### src/rtl/axi_wr_pkg.sv
`default_nettype none
// ============================================================================
// Module  : axi_wr_pkg
// Brief   : Shared encodings for the AXI write-side command decoder:
//           burst types, B-channel response codes and decoder FSM states.
// Revision: 1.0 - initial release
// ============================================================================
package axi_wr_pkg;

    // AXI burst type encodings
    localparam logic [1:0] BURST_FIXED = 2'b00;
    localparam logic [1:0] BURST_INCR  = 2'b01;
    localparam logic [1:0] BURST_WRAP  = 2'b10;
    localparam logic [1:0] BURST_RSVD  = 2'b11;

    // AXI response codes
    localparam logic [1:0] RESP_OKAY   = 2'b00;
    localparam logic [1:0] RESP_EXOKAY = 2'b01;
    localparam logic [1:0] RESP_SLVERR = 2'b10;
    localparam logic [1:0] RESP_DECERR = 2'b11;

    // Decoder FSM states
    typedef enum logic [2:0] {
        S_IDLE  = 3'd0,
        S_LOAD  = 3'd1,
        S_ISSUE = 3'd2,
        S_BURST = 3'd3,
        S_RESP  = 3'd4,
        S_DRAIN = 3'd5
    } wr_state_e;

endpackage : axi_wr_pkg
`default_nettype wire

### src/rtl/axi_wr_data_fifo.sv
`default_nettype none
// ============================================================================
// Module  : axi_wr_data_fifo
// Brief   : Synchronous FIFO buffering write-data beats (data + strobes).
//           Head entry is presented combinationally; reads as 0 when empty.
// Revision: 1.0 - initial release
// ============================================================================
module axi_wr_data_fifo #(
    parameter int WIDTH = 72,
    parameter int DEPTH = 16
) (
    input  logic                       AClk,
    input  logic                       ARst,
    input  logic                       push_i,
    input  logic                       pop_i,
    input  logic [WIDTH-1:0]           wdata_i,
    output logic [WIDTH-1:0]           rdata_o,
    output logic                       full_o,
    output logic                       empty_o,
    output logic [$clog2(DEPTH):0]     count_o
);

    localparam int PTR_W = $clog2(DEPTH);
    localparam int CNT_W = PTR_W + 1;

    logic [WIDTH-1:0] mem_q [DEPTH];
    logic [PTR_W-1:0] wr_ptr_q;
    logic [PTR_W-1:0] rd_ptr_q;
    logic [CNT_W-1:0] count_q;

    logic             w_push;
    logic             w_pop;

    // A pop frees a slot in the same cycle, so a full FIFO may push while popping
    assign w_pop   = pop_i && !empty_o;
    assign w_push  = push_i && (!full_o || w_pop);

    assign full_o  = (count_q == CNT_W'(DEPTH));
    assign empty_o = (count_q == '0);
    assign count_o = count_q;
    assign rdata_o = empty_o ? '0 : mem_q[rd_ptr_q];

    // Storage array; contents need no reset since the head is masked when empty
    always_ff @(posedge AClk) begin
        if (w_push) begin
            mem_q[wr_ptr_q] <= wdata_i;
        end
    end

    // Pointers wrap naturally at the power-of-two depth; count tracks occupancy
    always_ff @(posedge AClk or negedge ARst) begin
        if (!ARst) begin
            wr_ptr_q <= '0;
            rd_ptr_q <= '0;
            count_q  <= '0;
        end else begin
            if (w_push) wr_ptr_q <= wr_ptr_q + PTR_W'(1);
            if (w_pop)  rd_ptr_q <= rd_ptr_q + PTR_W'(1);
            case ({w_push, w_pop})
                2'b10:   count_q <= count_q + CNT_W'(1);
                2'b01:   count_q <= count_q - CNT_W'(1);
                default: count_q <= count_q;
            endcase
        end
    end

endmodule : axi_wr_data_fifo
`default_nettype wire

### src/rtl/axi_wr_cmd_decoder.sv
`default_nettype none
// ============================================================================
// Module  : axi_wr_cmd_decoder
// Brief   : Write-side decoder feeding the AXI master write control stage.
//           Buffers burst data, issues one transaction at a time and returns
//           the B-channel result to the host as a response token.
//           Optional macro WR_DEC_ID_CHECK_EN: compare bid_d against the
//           latched command ID and flag SLVERR/proto_err on a mismatch.
// Revision: 1.0 - initial release
// ============================================================================
module axi_wr_cmd_decoder
    import axi_wr_pkg::*;
#(
    parameter int addr_width   = 32,
    parameter int data_width   = 64,
    parameter int strobe_width = data_width / 8,
    parameter int DATA_DEPTH   = 16
) (
    input  logic                    AClk,
    input  logic                    ARst,
    // host command
    input  logic                    cmd_valid,
    output logic                    cmd_ready,
    input  logic [addr_width-1:0]   cmd_addr,
    input  logic [3:0]              cmd_id,
    input  logic [1:0]              cmd_burst,
    input  logic [3:0]              cmd_len,
    input  logic [2:0]              cmd_size,
    input  logic [1:0]              cmd_lock,
    input  logic [1:0]              cmd_cache,
    input  logic [2:0]              cmd_prot,
    // host write data
    input  logic                    wd_valid,
    output logic                    wd_ready,
    input  logic [data_width-1:0]   wd_data,
    input  logic [strobe_width-1:0] wd_strb,
    // to write control
    output logic [addr_width-1:0]   awaddr_d,
    output logic [3:0]              TXN_ID_W_d,
    output logic [1:0]              awburst_d,
    output logic [3:0]              awlen_d,
    output logic [2:0]              awsize_d,
    output logic [1:0]              awlock_d,
    output logic [1:0]              awcache_d,
    output logic [2:0]              awprot_d,
    output logic [data_width-1:0]   wdata_d,
    output logic [strobe_width-1:0] wstrb_d,
    output logic                    wr_trn_en,
    input  logic                    w_beat_acc,
    // from write control
    input  logic [1:0]              bresp_d,
    input  logic [3:0]              bid_d,
    input  logic                    wr_rsp_en_d,
    // host response
    output logic                    rsp_valid,
    output logic [3:0]              rsp_id,
    output logic [1:0]              rsp_resp,
    output logic                    proto_err
);

    localparam int FIFO_W = data_width + strobe_width;
    localparam int CNT_W  = $clog2(DATA_DEPTH) + 1;
    localparam int BEAT_W = 5;

    wr_state_e              state_q, state_d;

    logic [addr_width-1:0]  addr_q,  addr_d;
    logic [3:0]             id_q,    id_d;
    logic [1:0]             burst_q, burst_d;
    logic [3:0]             len_q,   len_d;
    logic [2:0]             size_q,  size_d;
    logic [1:0]             lock_q,  lock_d;
    logic [1:0]             cache_q, cache_d;
    logic [2:0]             prot_q,  prot_d;
    logic [BEAT_W-1:0]      beat_cnt_q, beat_cnt_d;

    logic                   rsp_valid_q, rsp_valid_d;
    logic [3:0]             rsp_id_q,    rsp_id_d;
    logic [1:0]             rsp_resp_q,  rsp_resp_d;
    logic                   proto_err_q, proto_err_d;

    logic                   w_fifo_push;
    logic                   w_fifo_pop;
    logic                   w_fifo_full;
    logic                   w_fifo_empty;
    logic [CNT_W-1:0]       w_fifo_count;
    logic [FIFO_W-1:0]      w_fifo_rdata;
    logic                   w_cmd_active;

    // Data buffer: filled from the host independently of the command flow
    axi_wr_data_fifo #(
        .WIDTH (FIFO_W),
        .DEPTH (DATA_DEPTH)
    ) u_data_fifo (
        .AClk    (AClk),
        .ARst    (ARst),
        .push_i  (w_fifo_push),
        .pop_i   (w_fifo_pop),
        .wdata_i ({wd_strb, wd_data}),
        .rdata_o (w_fifo_rdata),
        .full_o  (w_fifo_full),
        .empty_o (w_fifo_empty),
        .count_o (w_fifo_count)
    );

    // Ready outputs are forced low while reset is held so every output reads 0
    assign wd_ready    = ARst && !w_fifo_full;
    assign cmd_ready   = ARst && (state_q == S_IDLE);
    assign w_fifo_push = wd_valid && wd_ready;

    assign wdata_d     = w_fifo_rdata[data_width-1:0];
    assign wstrb_d     = w_fifo_rdata[FIFO_W-1:data_width];

    // Command fields are visible to write control only while a real transaction is live
    assign w_cmd_active = (state_q == S_LOAD) || (state_q == S_ISSUE) ||
                          (state_q == S_BURST) || (state_q == S_RESP);
    assign awaddr_d    = w_cmd_active ? addr_q  : '0;
    assign TXN_ID_W_d  = w_cmd_active ? id_q    : '0;
    assign awburst_d   = w_cmd_active ? burst_q : '0;
    assign awlen_d     = w_cmd_active ? len_q   : '0;
    assign awsize_d    = w_cmd_active ? size_q  : '0;
    assign awlock_d    = w_cmd_active ? lock_q  : '0;
    assign awcache_d   = w_cmd_active ? cache_q : '0;
    assign awprot_d    = w_cmd_active ? prot_q  : '0;
    assign wr_trn_en   = (state_q == S_ISSUE);

    assign rsp_valid   = rsp_valid_q;
    assign rsp_id      = rsp_id_q;
    assign rsp_resp    = rsp_resp_q;
    assign proto_err   = proto_err_q;

    // FSM state register
    always_ff @(posedge AClk or negedge ARst) begin
        if (!ARst) state_q <= S_IDLE;
        else       state_q <= state_d;
    end

    // Latched command fields, beat counter and response registers
    always_ff @(posedge AClk or negedge ARst) begin
        if (!ARst) begin
            addr_q      <= '0;
            id_q        <= '0;
            burst_q     <= '0;
            len_q       <= '0;
            size_q      <= '0;
            lock_q      <= '0;
            cache_q     <= '0;
            prot_q      <= '0;
            beat_cnt_q  <= '0;
            rsp_valid_q <= 1'b0;
            rsp_id_q    <= '0;
            rsp_resp_q  <= '0;
            proto_err_q <= 1'b0;
        end else begin
            addr_q      <= addr_d;
            id_q        <= id_d;
            burst_q     <= burst_d;
            len_q       <= len_d;
            size_q      <= size_d;
            lock_q      <= lock_d;
            cache_q     <= cache_d;
            prot_q      <= prot_d;
            beat_cnt_q  <= beat_cnt_d;
            rsp_valid_q <= rsp_valid_d;
            rsp_id_q    <= rsp_id_d;
            rsp_resp_q  <= rsp_resp_d;
            proto_err_q <= proto_err_d;
        end
    end

    // Next-state, FIFO pop and response generation
    always_comb begin
        state_d     = state_q;
        addr_d      = addr_q;
        id_d        = id_q;
        burst_d     = burst_q;
        len_d       = len_q;
        size_d      = size_q;
        lock_d      = lock_q;
        cache_d     = cache_q;
        prot_d      = prot_q;
        beat_cnt_d  = beat_cnt_q;
        rsp_valid_d = 1'b0;
        rsp_id_d    = rsp_id_q;
        rsp_resp_d  = rsp_resp_q;
        proto_err_d = proto_err_q;
        w_fifo_pop  = 1'b0;

        // Stray handshakes from write control are ignored but remembered
        if (w_beat_acc && (state_q != S_BURST))   proto_err_d = 1'b1;
        if (wr_rsp_en_d && (state_q != S_RESP))   proto_err_d = 1'b1;

        case (state_q)
            S_IDLE: begin
                if (cmd_valid && cmd_ready) begin
                    addr_d  = cmd_addr;
                    id_d    = cmd_id;
                    burst_d = cmd_burst;
                    len_d   = cmd_len;
                    size_d  = cmd_size;
                    lock_d  = cmd_lock;
                    cache_d = cmd_cache;
                    prot_d  = cmd_prot;
                    if (cmd_burst == BURST_RSVD) begin
                        beat_cnt_d = {1'b0, cmd_len} + BEAT_W'(1);
                        state_d    = S_DRAIN;
                    end else begin
                        state_d    = S_LOAD;
                    end
                end
            end
            S_LOAD: begin
                // Whole burst must be buffered so W never stalls once issued
                if (w_fifo_count >= (CNT_W'(len_q) + CNT_W'(1))) state_d = S_ISSUE;
            end
            S_ISSUE: begin
                beat_cnt_d = {1'b0, len_q} + BEAT_W'(1);
                state_d    = S_BURST;
            end
            S_BURST: begin
                if (w_beat_acc) begin
                    if (w_fifo_empty) begin
                        proto_err_d = 1'b1;
                    end else begin
                        w_fifo_pop = 1'b1;
                        beat_cnt_d = beat_cnt_q - BEAT_W'(1);
                        if (beat_cnt_q == BEAT_W'(1)) state_d = S_RESP;
                    end
                end
            end
            S_RESP: begin
                if (wr_rsp_en_d) begin
                    rsp_valid_d = 1'b1;
`ifdef WR_DEC_ID_CHECK_EN
                    rsp_id_d    = id_q;
                    rsp_resp_d  = bresp_d;
                    if (bid_d != id_q) begin
                        rsp_resp_d  = RESP_SLVERR;
                        proto_err_d = 1'b1;
                    end
`else
                    rsp_id_d    = bid_d;
                    rsp_resp_d  = bresp_d;
`endif
                    state_d     = S_IDLE;
                end
            end
            S_DRAIN: begin
                // Reserved burst: discard its data and answer SLVERR locally
                if (!w_fifo_empty) begin
                    w_fifo_pop = 1'b1;
                    beat_cnt_d = beat_cnt_q - BEAT_W'(1);
                    if (beat_cnt_q == BEAT_W'(1)) begin
                        rsp_valid_d = 1'b1;
                        rsp_id_d    = id_q;
                        rsp_resp_d  = RESP_SLVERR;
                        state_d     = S_IDLE;
                    end
                end
            end
            default: state_d = S_IDLE;
        endcase
    end

endmodule : axi_wr_cmd_decoder
`default_nettype wire

### config.mk
export PLATFORM = sky130hd
export DESIGN_NAME = axi_wr_cmd_decoder
export DESIGN_NICKNAME = d
export VERILOG_FILES = /design/src/rtl/axi_wr_pkg.sv /design/src/rtl/axi_wr_data_fifo.sv /design/src/rtl/axi_wr_cmd_decoder.sv
export SDC_FILE = /design/constraint.sdc
export NUM_CORES = 1
export LEC_CHECK = 0
export CAP_MARGIN = 30
export CORE_AREA = 2 2 313 393
export CTS_BUF_LIST = sky130_fd_sc_hd__clkbuf_4 sky130_fd_sc_hd__clkbuf_8
export DETAILED_ROUTE_END_ITERATION = 7
export DIE_AREA = 0 0 315 395
export SYNTH_ARGS = -nofsm -noshare
export SYNTH_HDL_FRONTEND = slang
export SYNTH_SLANG_ARGS = --single-unit
### constraint.sdc
create_clock -name AClk -period 5 [get_ports AClk]
set_input_delay 1 -clock AClk [delete_from_list [all_inputs] [get_ports AClk]]
set_output_delay 1 -clock AClk [all_outputs]
set_load 0.1 [all_outputs]
# After elaboration in Yosys (flattened, before gate mapping)
# Memories as Yosys holds them, arrays and structs flattened.
# Cells that the tools add are included.
# Widths: inputs -> output; s select.
# classes
n_addsub,7
order_cmp,1
eq_ne,21
mux,47
reduce_logical,23
# op_table
operator,n
$mux 72,1
$mux 3,11
$mux 32,1
$mux 4,5
$mux 5,4
$pmux 5 s4,1
$pmux 3 s6,1
$mux 1,12
$mux 2,6
$add 4x1->5 const B,2
$ne 2x2->1 const B,5
$pmux 5 s2,1
$sub 5x1->5 const B,2
$add 4x1->4 const B,2
$logic_and 1x1->1,8
$ne 2x1->1 const B,4
$pmux 4 s2,1
$reduce_and 4->1,2
$reduce_and 8->1,1
$eq 3x2->1 const B,2
$eq 3x3->1 const B,2
$add 5x1->5 const B,1
$eq 5x1->1 const B,1
$eq 5x5->1 const B,1
other kinds (15),22
# totals
register_bits,81
ram_bits,1152
in_bits,136
output_inout_bits,135
elab_cells,117
mem_count,1
# memory_table
memory,depth,width,read_ports,rd_ports_with_merged_regs,write_ports,line,rtl
u_data_fifo.mem_q,16,72,1,0,1,axi_wr_data_fifo.sv:26,logic [WIDTH-1:0] mem_q [DEPTH];

# Depth between registers and ports, before layout
# Gate-level depths: netlist of run 1.
# logic_depth
ltp_word,9
ltp_mapped,13
depth_no_buf,12

# By module
# Synthesis of run 1 repeated with hierarchy kept, for this count alone.
# hier_totals
cells_unflattened,2175
hier_area_um2,48036.1
# by_module_without_submodules
mod,n_inst,cells_per_inst,area_each_um2,seq_area_each_um2
axi_wr_data_fifo,1,1862,44166.1,34918.5
axi_wr_cmd_decoder,1,313,3870.0,1701.6

# Worst setup path after synthesis of run 1
# Ideal clock, no wire load.
# synth_path
kind,input-to-reg
from,in ARst
to,mem u_data_fifo.mem_q[10][0] (enable)
setup_time_ps,438
arrival_ps,4324
t_required_ps,4562
path_slack_ps,238
stages,6
n_path_buf,1
path_cell_list,a21boi_2 and2_1 buf_2 inv_2 nor3b_1 and2_1
# synth_via
elab_chain_cells,5
# synth_lines
item,line,rtl
from (decl),axi_wr_cmd_decoder.sv:20,"input logic ARst,"
$logic_and 1x1->1,axi_wr_cmd_decoder.sv:107,assign wd_ready = ARst && !w_fifo_full;
$logic_and 1x1->1,axi_wr_cmd_decoder.sv:109,assign w_fifo_push = wd_valid && wd_ready;
$logic_and 1x1->1,axi_wr_data_fifo.sv:36,assign w_push = push_i && (!full_o || w_pop);
$mux 1,axi_wr_data_fifo.sv:45,if (w_push) begin
$mux 1 (implied by the code),axi_wr_data_fifo.sv:46,mem_q[wr_ptr_q] <= wdata_i;
to (decl),axi_wr_data_fifo.sv:26,
# No other way between the ends.

# Final worst setup path of run 1
# layout_path
from,reg u_data_fifo.count_q[1] (netlist: u_data_fifo.count_o[1])
to,out wdata_d[7]
# layout_via
elab_chain_cells,2
# layout_lines
item,line,rtl
from (decl),axi_wr_data_fifo.sv:29,logic [CNT_W-1:0] count_q;
from (signal assigned),axi_wr_data_fifo.sv:60,2'b10: count_q <= count_q + CNT_W'(1);
from (signal assigned),axi_wr_data_fifo.sv:61,2'b01: count_q <= count_q - CNT_W'(1);
from (signal assigned),axi_wr_data_fifo.sv:62,default: count_q <= count_q;
$logic_not 5->1,axi_wr_data_fifo.sv:39,assign empty_o = (count_q == '0);
$mux 72,axi_wr_data_fifo.sv:41,assign rdata_o = empty_o ? '0 : mem_q[rd_ptr_q];
to (decl),axi_wr_cmd_decoder.sv:46,"output logic [data_width-1:0] wdata_d,"
# No other way between the ends.

==> results.yml, run 1 <==
outcome:
  status: "complete, no violations"
floorplanning:
  fp.dieW_microns: 315
  die_area_sq_mm: 0.124
  row_count: 143
  boundaryPins: 271
  core_sq_mm: 0.121
  start_util_pct: 39.7
  die_h_microns: 395
cts:
  cts-buffers-inserted: 193
  cts_tree: "done"
  path_clk_slew_ps: 60
  cts_buffer_depth: 3
  clkSinkCount: 1233
  post-cts-setup-buffer-count: 0
  clk_latency_ps: 900
  htree_num_levels: 4
  root_buffer: "clkbuf_8"
timing:
  tightest_slew_ps: 1000
  relSlewSlack_pct: 33.0
  setup_viol: 0
  grt_setup_unrepaired: "false"
  hold_viol_final: 0
  fin_skew_ps: 56.6
  report.final.slew_viol_count: 0
  min_period_over_period_pct: 93.3
  max_freq_ghz: 0.214
  fin_tns_setup_ps: 0
  period_needed_ps: 4660
drt:
  drtPass1Iterations: 5
  drc: 0
  wire_per_inst_microns: 26.1
  vias: 23265
  ant_nets: 0
  vias_per_cell: 5.37
  wl_mm: 113
  drt-initial-drc-count: 1767
setup_path:
  setup.worst_path.end_class: "output pin"
  path_max_fanout: 40
  reg2regPathDepth: 11
  cp-start-kind: "flop"
  path_class: "reg -> out"
  rr_startpoint: "state_q[2]"
  arrival_ps: 3660
  r2r_end: "u_data_fifo.count_o[4]"
  required_ps: 4000
  r2r_slack_ps: 1430
yosys:
  postSynthCellCount: 2148
  yosysSeqAreaShare_pct: 76.4
  synth_edf_count: 1152
  yosysUniqueCellTypes: 60
  syn_area_sq_mm: 0.0479
  ys.flop_type: "edfxtp_1"
  yosysTopAreaCell: "edfxtp_1"
  synth_area_per_cell_sq_um: 22.3
  synth_area_leaders: "edfxtp_1 72%, mux4_2 14%, dfrtp_1 4.2%"
  yosysWarnings: 0
  synth-seq-cells: 1233
  async_flop_share_pct: 6.57
  synth_most_common_cell: "edfxtp_1"
  syn_nets: 2303
  synth_top_area_share_pct: 72.2
  synth_common_cells: "1152 x edfxtp_1, 288 x mux4_2, 146 x mux2i_1"
global_routing:
  grtUsageTotal_pct: 18.3
  grt_pass1_vias: 25271
  grt_pass1_wl_mm: 167
  grt_max_degree: 73
  antenna_found_initial: 8
  overflow: 0
power:
  peakVddDrop_mv: 0.900
  power_leakage_nw: 18.5
  p_per_area_mw_per_mm2: 667
cells_and_area:
  drive_gt1_share_pct: 32.5
  fin_area_sq_mm: 0.0566
  fin_nets: 2726
  area_delta_synth_final_pct: 18.2
place:
  placed_area_sq_mm: 0.0528
  gp_congestion: 0.789
  portBuffers: 270
  dpl.hpwl_mm: 59.9
hold_path:
  holdCritPathClass: "in -> async"
flow_run:
  maxCapViolations: 0
flip-flops by register name, summed over array words and instances, names as in the netlist, 3 cells and up:
register	flops
u_data_fifo.wr_ptr_q	4
u_data_fifo.mem_q	1152
size_q	3
len_q	4
id_q	4
addr_q	32
rsp_id	4
beat_cnt_q	5
prot_q	3
u_data_fifo.count_o	5
u_data_fifo.rd_ptr_q	4
state_q	3
area by class of cell:
cell class,instances,area [sq um]
Sequential cell,1233,36600
Clock buffer,255,3120
Fill cell,9991,64100
Multi-Input combinational cell,788,10700
Tap cell,1595,2000
Timing Repair Buffer,340,3370
Clock inverter,103,727
Inverter,15,56.3
Antenna cell,5,12.5
per-layer routing:
metal	routed length (microns)	global-route usage [%]
met2	58700	31.3
met1	45900	23.4
met3	6200	4.01
met4	2110	5.32
met5	13	0
how the worst max path moves through the flow:
stage / from / endpoint / slack, ps / depth (start not counted)
floorplan: ARst / u_data_fifo.mem_q[10][0] / 240 / 6
global placement: u_data_fifo.count_o[1] / wdata_d[61] / 780 / 6
detailed placement: u_data_fifo.count_o[1] / wdata_d[7] / 970 / 6
CTS: u_data_fifo.count_o[1] / wdata_d[7] / 60 / 6
global route: u_data_fifo.count_o[1] / wdata_d[7] / 130 / 6
finish: u_data_fifo.count_o[1] / wdata_d[7] / 340 / 6
cell usage in the layout (no fill, tap or decap), types with 17 or more instances in the layout:
cell             instances
clkinv_2                35
o22ai_1                 73
and2_1                  54
edfxtp_1              1152
buf_12                  31
clkinv_1                43
mux2_2                  58
clkdlybuf4s50_1        155
clkbuf_4                62
and2_4                  17
mux4_2                 288
o21ai_0                 17
clkbuf_8               193
ha_1                    18
buf_4                  152
dfrtp_1                 78
mux2i_1                146
report_power, final:
part	internal [W]	switching [W]	leakage, nW	total, W
Clock	0.00447	0.00397	2.04	0.00845
Combinational	0.00511	0.0116	5.08	0.0167
Sequential	0.0121	0.000567	11.4	0.0127
Total	0.0217	0.0161	18.5	0.0378
cell families (layout without fill, tap and decap cells):
logic type	Yosys count	after routing	synth area share (%)
compound gates	123	123	1.64
xor+xnor	15	15	0.274
fa+ha+maj	19	19	0.512
buf+inv	128	713	1.37
flops	1233	1233	76.4
mux	496	496	18.1
other cells	0	5	0
simple gates	134	135	1.74
repair_timing:
action                     in CTS  in global routing
hold buffers                    0                  0
resized for setup               0                  0
setup endpoints to repair       1                  0
metrics by stage:
stage          instances  power, W  util [%]  hold slack [ps]  worst slack, ps
3_5_place_dp        3970    0.0297      43.7              473              966
4_1_cts             4329    0.0383      46.9             79.9             63.9
2_1_floorplan       2148    0.0255         -              471              238
3_3_place_gp        3967    0.0295      43.6              469              783
5_1_grt             4333    0.0393      46.9              142              133
6_report            4334    0.0378      46.9              177              336
worst max-delay path, stage by stage (launching register included):
cell	delay (ps)
dfrtp_1	460
nor4_4	480
and2_4	330
or2_4	440
buf_12	380
o22ai_1	330
buf_4	340
Power figures use the tool's default switching activity.
==> run 2: changes to the inputs <==
--- a/config.mk
+++ b/config.mk
@@ -5,11 +5,12 @@
 export SDC_FILE = /design/constraint.sdc
 export NUM_CORES = 1
 export LEC_CHECK = 0
-export CAP_MARGIN = 30
+export CAP_MARGIN = 15
 export CORE_AREA = 2 2 313 393
 export CTS_BUF_LIST = sky130_fd_sc_hd__clkbuf_4 sky130_fd_sc_hd__clkbuf_8
 export DETAILED_ROUTE_END_ITERATION = 7
 export DIE_AREA = 0 0 315 395
+export SETUP_SLACK_MARGIN = 0.1
 export SYNTH_ARGS = -nofsm -noshare
 export SYNTH_HDL_FRONTEND = slang
 export SYNTH_SLANG_ARGS = --single-unit
==> constraint.sdc (replaced) <==
create_clock -name AClk -period 5.1 [get_ports AClk]
set_input_delay 1.02 -clock AClk [delete_from_list [all_inputs] [get_ports AClk]]
set_output_delay 1.02 -clock AClk [all_outputs]
set_load 0.1 [all_outputs]
==> run 2 against run 1 <==
Compared with the run above:
- cell count down 0.23%
- flip-flop and latch count unchanged
- design area about the same
- worst setup slack better by 30 ps
- non-clock buffer count up 6
- die area unchanged
- via count down 0.34%
- worst hold slack worse by 1.8 ps
- routed wire length about the same
- register-to-register slack worse by 60 ps
- critical path type unchanged
- critical endpoint is now awlen_d[2]
==> results.yml, run 2 (same netlist as run 1, synthesis figures left out) <==
outcome:
  status: "complete, no violations"
cts:
  htree_num_levels: 4
  cts_tree: "done"
  post-cts-setup-buffer-count: 0
  cts.repair.resized: 0
  root_buffer: "clkbuf_8"
  cts_buffer_depth: 3
  clk_latency_ps: 890
  clkSinkCount: 1233
  cts-buffers-inserted: 187
  hold_buffers: 0
  path_clk_slew_ps: 60
setup_path:
  cpMaxStageDelayCell: "clkdlybuf4s50_1"
  crit_chain: "nor2_1 > xnor2_2 > buf_4 > and2_1 > clkdlybuf4s50_1"
  path_max_fanout: 52
  cp_top_family: "buffers and inverters"
  slowest_delay_ps: 1140
  setup.worst_path.end_class: "output pin"
  arrival_ps: 3710
  path_class: "reg -> out"
  cp-start-kind: "flop"
  critical_path_buf_inv_count: 2
  required_ps: 4080
drt:
  vias: 23185
  met3_length_mm: 6.82
  vias_per_cell: 5.36
  wl_met1_mm: 45.3
  drt-initial-drc-count: 1633
  wire_per_inst_microns: 26.1
  ant_nets: 0
  wl_met2_mm: 58.7
  drtPass1Iterations: 5
  drc: 0
  wl_mm: 113
  routed.top_layer: "met5"
timing:
  period_needed_ps: 4730
  max_freq_ghz: 0.211
  holdWs_ps: 175
  setup_viol: 0
  tightest_slew_ps: 1020
  grt_setup_unrepaired: "false"
  fin_tns_setup_ps: 0
  hold_viol_final: 0
  fin_skew_ps: 28.1
  report.final.slew_viol_count: 0
  min_period_over_period_pct: 92.8
  relSlewSlack_pct: 32.0
power:
  p_per_area_mw_per_mm2: 652
  power_leakage_nw: 18.4
  peakVddDrop_mv: 0.826
cells_and_area:
  reg_top3: "u_data_fifo.mem_q x1152, addr_q x32"
  final_common_cell: "edfxtp_1"
  drive_gt1_share_pct: 31.0
  final_cell_mix: "1152 x edfxtp_1, 288 x mux4_2, 192 x clkbuf_8"
  fin_nets: 2725
  max_flop_register: "u_data_fifo.mem_q"
  largest_reg_flops: 1152
  area_delta_synth_final_pct: 18.1
global_routing:
  antenna_found_initial: 13
  grtUsageTotal_pct: 18.2
  overflow: 0
  grt_pass1_vias: 25044
  grt_pass1_wl_mm: 165
  grt_max_degree: 73
flow_run:
  maxCapViolations: 0
place:
  gp_congestion: 0.764
  dpl.hpwl_mm: 61.9
  portBuffers: 270
floorplanning:
  start_util_pct: 39.7
  fp.dieW_microns: 315
  row_count: 143
  die_h_microns: 395
  core_sq_mm: 0.121
  boundaryPins: 271
  die_area_sq_mm: 0.124
hold_path:
  holdCritPathClass: "in -> async"
run 2: cell types whose count changed in the layout (fill, tap and decap cells not counted), sizes merged:
cell           delta
clkinv           -11
diode             +1
clkinvlp          -3
buf              -23
clkdlybuf4s50    +29
clkbuf            -3
inv               +1
or2               -1
run 2: layout make-up:
type                       count  area (sq um)
clock buffer                 252          3090
multi-input combinational    787         10700
fill                        9934         64100
antenna                        6          15.0
timing repair buffer         346          3460
inverter                      15          56.3
tap                         1595          2000
sequential                  1233         36600
clock inverter                90           658
run 2: path summary, 6_finish.rpt:
path | startpoint | endpoint | slack (ps) | cells after the start
max | state_q[0] | awlen_d[2] | 370 | 5
max reg2reg | state_q[2] | u_data_fifo.count_o[4] | 1370 | 11
min | ARst | len_q[2] | 180 | 2
min in group AClk | prot_q[0] | prot_q[0] | 500 | 1
min reg2reg | prot_q[0] | prot_q[0] | 500 | 1
max in group asynchronous | ARst | addr_q[7] | 3850 | 3
run 2: per-layer routing:
layer	global-route usage, %	vias to the layer above
met3	4.35	169
met4	5.38	10
met2	31.3	737
li1	-	9878
met5	0	-
met1	22.8	12391
run 2: report_power, final:
group          switching (W)  leakage, nW  internal [W]
Clock                0.00381         1.98       0.00433
Combinational         0.0113         5.05       0.00504
Sequential          0.000579         11.4        0.0119
run 2: per-stage QoR:
step | std cells | utilization, % | power [W] | cell area (sq um) | worst slack, ps
CTS | 4317 | 46.9 | 0.0374 | 56600 | 245
global placement | 3975 | 43.8 | 0.0291 | 52800 | 1100
global route | 4323 | 46.9 | 0.0384 | 56600 | 129
detailed placement | 3975 | 43.8 | 0.0292 | 52800 | 1150
floorplan | 2148 | - | 0.0250 | 47900 | 318
finish | 4324 | 46.9 | 0.0369 | 56600 | 366
